`config.mk`:
```
export PLATFORM = sky130hd
export DESIGN_NAME = pipeline_hazard_ctrl
export DESIGN_NICKNAME = d
export VERILOG_FILES = /design/src/rtl/pipeline_hazard_ctrl.sv
export SDC_FILE = /design/constraint.sdc
export NUM_CORES = 1
export LEC_CHECK = 0
export CAP_MARGIN = 0
export CORE_AREA = 2 2 164 86
export DETAILED_ROUTE_END_ITERATION = 8
export DIE_AREA = 0 0 166 88
export SETUP_SLACK_MARGIN = 0.15
export SLEW_MARGIN = 20
export SYNTH_ARGS = -nofsm -noshare
export SYNTH_HDL_FRONTEND = slang
export SYNTH_SLANG_ARGS = --single-unit
```
`constraint.sdc`:
```
create_clock -name clk -period 1.95 [get_ports clk]
set_input_delay 0.2925 -clock clk [delete_from_list [all_inputs] [get_ports clk]]
set_output_delay 0.2925 -clock clk [all_outputs]
set_load 0.03 [all_outputs]
```
`src/rtl/pipeline_hazard_ctrl.sv`:
```
// Hazard and stall controller for the 5-stage scalar/vector pipeline.
// It produces the stage-register enables, the IF/ID flush and the ID/EX bubble.
// It produces the operand forwarding selects for both sources.
// It runs the req/ack sequencer that freezes the pipeline while a 128-bit
// memory access is outstanding.
// It keeps a sticky timeout flag and a saturating stall counter.
module pipeline_hazard_ctrl #(
  parameter int TIMEOUT = 64,
  parameter int CNT_W   = 32
) (
  input  logic             clk,
  input  logic             rst,
  input  logic [3:0]       id_rs1,
  input  logic [3:0]       id_rs2,
  input  logic             id_rs1_vf,
  input  logic             id_rs2_vf,
  input  logic             id_rs1_use,
  input  logic             id_rs2_use,
  input  logic [3:0]       ex_dest,
  input  logic             ex_vf,
  input  logic             ex_wreg,
  input  logic             ex_rmem,
  input  logic             ex_br_taken,
  input  logic [3:0]       mem_dest,
  input  logic             mem_vf,
  input  logic             mem_wreg,
  input  logic             mem_rmem,
  input  logic             mem_wmem,
  input  logic [3:0]       wb_dest,
  input  logic             wb_vf,
  input  logic             wb_wreg,
  input  logic             mem_ack,
  output logic             mem_req,
  output logic             pc_en,
  output logic             ifid_en,
  output logic             idex_en,
  output logic             exmem_en,
  output logic             memwb_en,
  output logic             ifid_flush,
  output logic             idex_bubble,
  output logic [1:0]       fwd_a,
  output logic [1:0]       fwd_b,
  output logic             mem_err,
  output logic [CNT_W-1:0] stall_cycles
);

  typedef enum logic [1:0] {
    M_IDLE = 2'd0,
    M_WAIT = 2'd1,
    M_DONE = 2'd2
  } mstate_e;

  localparam logic [15:0]      WAIT_LAST = 16'(TIMEOUT - 1);
  localparam logic [CNT_W-1:0] CNT_MAX   = {CNT_W{1'b1}};

  mstate_e          state_q, state_d;
  logic [15:0]      wait_cnt_q, wait_cnt_d;
  logic             mem_err_q, mem_err_d;
  logic [CNT_W-1:0] stall_q, stall_d;

  logic freeze_s;
  logic load_use_s;
  logic mem_op_s;

  // Producer in stage X writes the register that source S reads.
  // Scalar R0 is hard-wired zero, so it is never forwarded or stalled on.
  // Vector V0 is a real register and does match.
  function automatic logic src_match(input logic [3:0] s, input logic s_vf, input logic s_use,
                                     input logic [3:0] x_dest, input logic x_vf,
                                     input logic x_wreg);
    return s_use & x_wreg & (x_dest == s) & (x_vf == s_vf) & ~(~s_vf & (s == 4'd0));
  endfunction

  assign mem_op_s   = mem_rmem | mem_wmem;
  assign freeze_s   = (state_q == M_WAIT) | ((state_q == M_IDLE) & mem_op_s);
  assign load_use_s = ex_rmem &
                      (src_match(id_rs1, id_rs1_vf, id_rs1_use, ex_dest, ex_vf, ex_wreg) |
                       src_match(id_rs2, id_rs2_vf, id_rs2_use, ex_dest, ex_vf, ex_wreg));
  assign mem_req      = (state_q == M_WAIT);
  assign mem_err      = mem_err_q;
  assign stall_cycles = stall_q;

  // Memory sequencer next state, wait counter and sticky timeout flag.
  always_comb begin
    state_d    = state_q;
    wait_cnt_d = wait_cnt_q;
    mem_err_d  = mem_err_q;
    case (state_q)
      M_IDLE: begin
        if (mem_op_s) begin
          state_d = M_WAIT;
        end else begin
          state_d = M_IDLE;
        end
      end
      M_WAIT: begin
        if (mem_ack) begin
          state_d    = M_DONE;
          wait_cnt_d = 16'd0;
        end else if (wait_cnt_q == WAIT_LAST) begin
          // Abort: the instruction retires with an undefined result.
          mem_err_d  = 1'b1;
          state_d    = M_DONE;
          wait_cnt_d = 16'd0;
        end else begin
          wait_cnt_d = wait_cnt_q + 16'd1;
        end
      end
      M_DONE: begin
        state_d = M_IDLE;
      end
      default: begin
        state_d    = M_IDLE;
        wait_cnt_d = 16'd0;
      end
    endcase
  end

  // The stall counter counts freeze cycles and load-use stalls, and saturates.
  // A load-use stall hidden by a taken branch is not counted.
  always_comb begin
    if ((freeze_s | (load_use_s & ~ex_br_taken)) && (stall_q != CNT_MAX)) begin
      stall_d = stall_q + CNT_W'(1);
    end else begin
      stall_d = stall_q;
    end
  end

  // State and counter registers with asynchronous reset.
  always_ff @(posedge clk or posedge rst) begin
    if (rst) begin
      state_q    <= M_IDLE;
      wait_cnt_q <= 16'd0;
      mem_err_q  <= 1'b0;
      stall_q    <= '0;
    end else begin
      state_q    <= state_d;
      wait_cnt_q <= wait_cnt_d;
      mem_err_q  <= mem_err_d;
      stall_q    <= stall_d;
    end
  end

  // Stage control: freeze overrides branch, and branch overrides load-use.
  always_comb begin
    pc_en       = 1'b1;
    ifid_en     = 1'b1;
    idex_en     = 1'b1;
    exmem_en    = 1'b1;
    memwb_en    = 1'b1;
    ifid_flush  = 1'b0;
    idex_bubble = 1'b0;
    if (rst) begin
      pc_en = 1'b1;
    end else if (freeze_s) begin
      pc_en    = 1'b0;
      ifid_en  = 1'b0;
      idex_en  = 1'b0;
      exmem_en = 1'b0;
      memwb_en = 1'b0;
    end else if (ex_br_taken) begin
      ifid_flush  = 1'b1;
      idex_bubble = 1'b1;
    end else if (load_use_s) begin
      pc_en       = 1'b0;
      ifid_en     = 1'b0;
      idex_bubble = 1'b1;
    end else begin
      idex_bubble = 1'b0;
    end
  end

  // Forwarding selects: EX/MEM ALU result has priority over the MEM/WB result.
  // A load in MEM has no result yet, so it cannot be forwarded from EX/MEM.
  always_comb begin
    fwd_a = 2'b00;
    fwd_b = 2'b00;
    if (rst) begin
      fwd_a = 2'b00;
    end else begin
      if (src_match(id_rs1, id_rs1_vf, id_rs1_use, mem_dest, mem_vf, mem_wreg) && !mem_rmem) begin
        fwd_a = 2'b01;
      end else if (src_match(id_rs1, id_rs1_vf, id_rs1_use, wb_dest, wb_vf, wb_wreg)) begin
        fwd_a = 2'b10;
      end else begin
        fwd_a = 2'b00;
      end
      if (src_match(id_rs2, id_rs2_vf, id_rs2_use, mem_dest, mem_vf, mem_wreg) && !mem_rmem) begin
        fwd_b = 2'b01;
      end else if (src_match(id_rs2, id_rs2_vf, id_rs2_use, wb_dest, wb_vf, wb_wreg)) begin
        fwd_b = 2'b10;
      end else begin
        fwd_b = 2'b00;
      end
    end
  end

endmodule

```
==> results.yml <==
sta:
  fin_setup_tns_ns: -4.810
  timing.slew.headroom_pct: 54.15
  fmax_mhz: 465.4
  fin_ws_ns: -0.1987
  rsz0062_at_grt: "yes"
  worst_pin_slew_ns: 0.6878
  setup_viol: 34
  fin_crit_sh_pct: 110.2
  hold_viol: 0
  drv_slew: 0
  fin_crit_ns: 2.149
  clock_skew_ns: 0.007949
final_layout:
  diodes: 0
  layout-drive-gt1-share_pct: 47.83
  fillCellCount: 1267
  ff_latch_area_sq_mm: 0.001301
  areaGrowthSynthToFinish_pct: 81.17
  multiInputGateArea_sq_mm: 0.002186
  stdcell_area_sq_mm: 0.005610
  nets: 546
  finalNonFillerCells: 684
place:
  dp_cells: 653
  io_buffers: 81
  gp_congestion: 0.8943
  dpl_cell_area_sq_mm: 0.004840
  hpwl_mm: 7.913
power_and_ir_drop:
  leakagePower_uw: 0.002555
  total_power_uw: 4225
  cellPowerDensity_mw_per_mm2: 753.1
  worst_ir_drop_vdd_mv: 0.5687
clock_network:
  clk_pin_slew_ns: 0.06
  cts_buffers: 5
  clk_path_buf_depth: 2
  htreeDepth: 2
  cts_tree: "yes"
  cts.sinks: 51
  clkLatencyLatePin_ns: 0.30
  cts_root_buf: "clkbuf_16"
global_route:
  grt_pass1_wl_mm: 16.68
  grt_pass1_vias: 3196
  grtUsageMet3_pct: 3.073
  grtUsageMet1_pct: 21.52
  busiest_layer: "met2"
  globalRouteTotalUtil_pct: 14.44
  grt_max_degree: 52
  antenna_found_initial: 0
  overflow: 0
  grt_util_met2_pct: 21.73
route:
  drtPass1Iterations: 4
  drt_iter0_drc: 144
  routed_wl_mm: 10.55
  ant_nets: 0
  wl_per_cell_um: 15.42
  drc: 0
  vias: 3124
  via_per_inst: 4.567
logic_synthesis:
  synth-edff-count: 0
  yosysTopAreaCell: "dfrtp_1"
  synth_top_area_share_pct: 41.21
  synth_warnings: 0
  postSynthCellCount: 325
  ys_ff_latch: 51
  syn_area_per_cell_sq_um: 9.528
  syn_nets: 364
  ys_seq_area_share_pct: 41.21
  synthTopCellsByArea: "dfrtp_1, xor2_1, xnor2_1"
  synth_area_sq_mm: 0.003097
  yosysUniqueCellTypes: 40
  synth_flop_cell: "dfrtp_1"
  synthArstFlopShare_pct: 100.0
floorplan:
  coreArea_sq_mm: 0.01318
  initial_core_util_pct: 23.50
  rows: 30
  num_io_pins: 82
  die_w_um: 166
  dieArea_sq_mm: 0.01461
  die_y_um: 88
critical_path:
  path_class: "in2out"
  path_common_cell: "buf_6"
  crit_fanout: 3
  worst-r2r-cell-count: 8
  endpoint_kind: "primary output"
  max_stage_delay_ns: 0.54
  worstSetupStartpointType: "input pin"
  crit_path_cell_trace: "buf_6 -> or4_4 -> o21ai_4 -> nor3_2 -> buf_4 -> buf_6 -> o21ai_4 -> nand2_2 -> nand2_4 -> buf_6"
  critical_path_arrival_ns: 1.86
  critical_path_required_ns: 1.66
  crit_slowest_cell: "or4_4"
min_path:
  hold_class: "in2reg"
  hold_depth: 4
run_status:
  status: "complete, but fails checks"
  violations: "setup timing"
run:
  drv_cap: 0
[worst max-delay path, delay by kind of cell]
family | cells | cell delay [ns]
simple gates | 4 | 0.76
buf+inv | 4 | 0.47
compound gates | 2 | 0.33
[logic make-up after synthesis]
| group | after synthesis | synth area share (%) |
|---|---|---|
| DFF | 51 | 41.21 |
| and+or+nand+nor | 167 | 29.94 |
| muxes | 3 | 1.172 |
| adders and majority gates | 2 | 0.8080 |
| xor gates and xnor gates | 72 | 20.36 |
| AOI/OAI and AO/OA | 16 | 3.758 |
| buffers and inverters | 14 | 2.747 |
[cell usage after synthesis (3+ instances only)]
cell type / count
a211oi_1: 3
and3_1: 13
buf_4: 4
clkbuf_1: 3
dfrtp_1: 51
inv_1: 3
nand2_1: 27
nand3_1: 24
nand4_1: 15
nor2_1: 25
nor2b_1: 5
nor3_1: 17
nor3_2: 10
nor3b_1: 6
nor4_1: 10
o21ai_0: 4
or4_1: 4
xnor2_1: 25
xor2_1: 47
[registers in the layout, indices dropped and copies added, names as in the netlist]
signal	flops
mem_err	1
stall_cycles	32
state_q	2
wait_cnt_q	16
[layer usage]
layer	routed length [um]	vias up	share of wire (%)
met5	0	-	0
met4	87	0	0.82
met3	383	9	3.6
met2	4435	61	42
met1	5644	1542	54
li1	-	1512	-
[report_power, final]
part	total [uW]	internal, uW	switching, uW
clock network	884	477	408
registers	1250	1170	78.2
logic	2090	1010	1080
total	4230	2650	1570
[cell type report]
| type | count | share of cell area (%) |
|---|---|---|
| inverters | 3 | 0.2676 |
| clock buffers | 7 | 2.364 |
| multi-input cells | 260 | 38.96 |
| clock inverters | 1 | 0.08921 |
| repair buffers | 186 | 31.20 |
| well taps | 176 | 3.925 |
| flip-flops and latches | 51 | 23.19 |
[worst paths after layout]
check,startpoint,to,slack (ns)
min reg2reg,mem_err,mem_err,0.49
max in group asynchronous,rst,stall_cycles[10],0.69
min in group asynchronous,rst,stall_cycles[16],0.76
max,id_rs1[2],ifid_en,-0.20
min,mem_rmem,state_q[0],0.45
max reg2reg,stall_cycles[15],stall_cycles[27],-0.18
[layout by cell type (no fill, tap or decap), types with 4 or more instances in the layout]
master	Yosys	layout
clkdlybuf4s15_2	0	4
xnor2_2	0	11
nand3_2	0	4
nor4_2	0	7
clkbuf_16	0	5
or4_4	1	5
nor3_2	10	14
dlygate4sd2_1	0	10
buf_4	4	81
dfrtp_2	0	20
nand4_1	15	15
nand3_1	24	20
nand2_1	27	22
nor2_1	25	20
dfrtp_1	51	31
nor2b_1	5	5
buf_6	2	33
nor3_4	0	7
clkdlybuf4s50_1	0	36
buf_8	0	4
nor3_1	17	6
and3_1	13	12
xor2_1	47	47
xnor2_1	25	14
buf_2	2	4
buf_12	0	6
[per-stage QoR]
stage          hold WS [ns]  utilization [%]  worst slack [ns]
6_report             0.4514            42.58           -0.1987
4_1_cts              0.4534            41.08           -0.1723
3_5_place_dp         0.4712            36.73           -0.7021
5_1_grt              0.4978            42.58           -0.2527
3_3_place_gp         0.4547            36.73           -0.6477
2_1_floorplan        0.3601                -           -0.2015
[what timing repair did]
item,CTS,global route
gates resized for setup,149,42
setup endpoints to repair,46,60
buffers inserted,17,6
hold buffers,0,0
pin swaps,40,22
(Power assumes the default switching activity.)
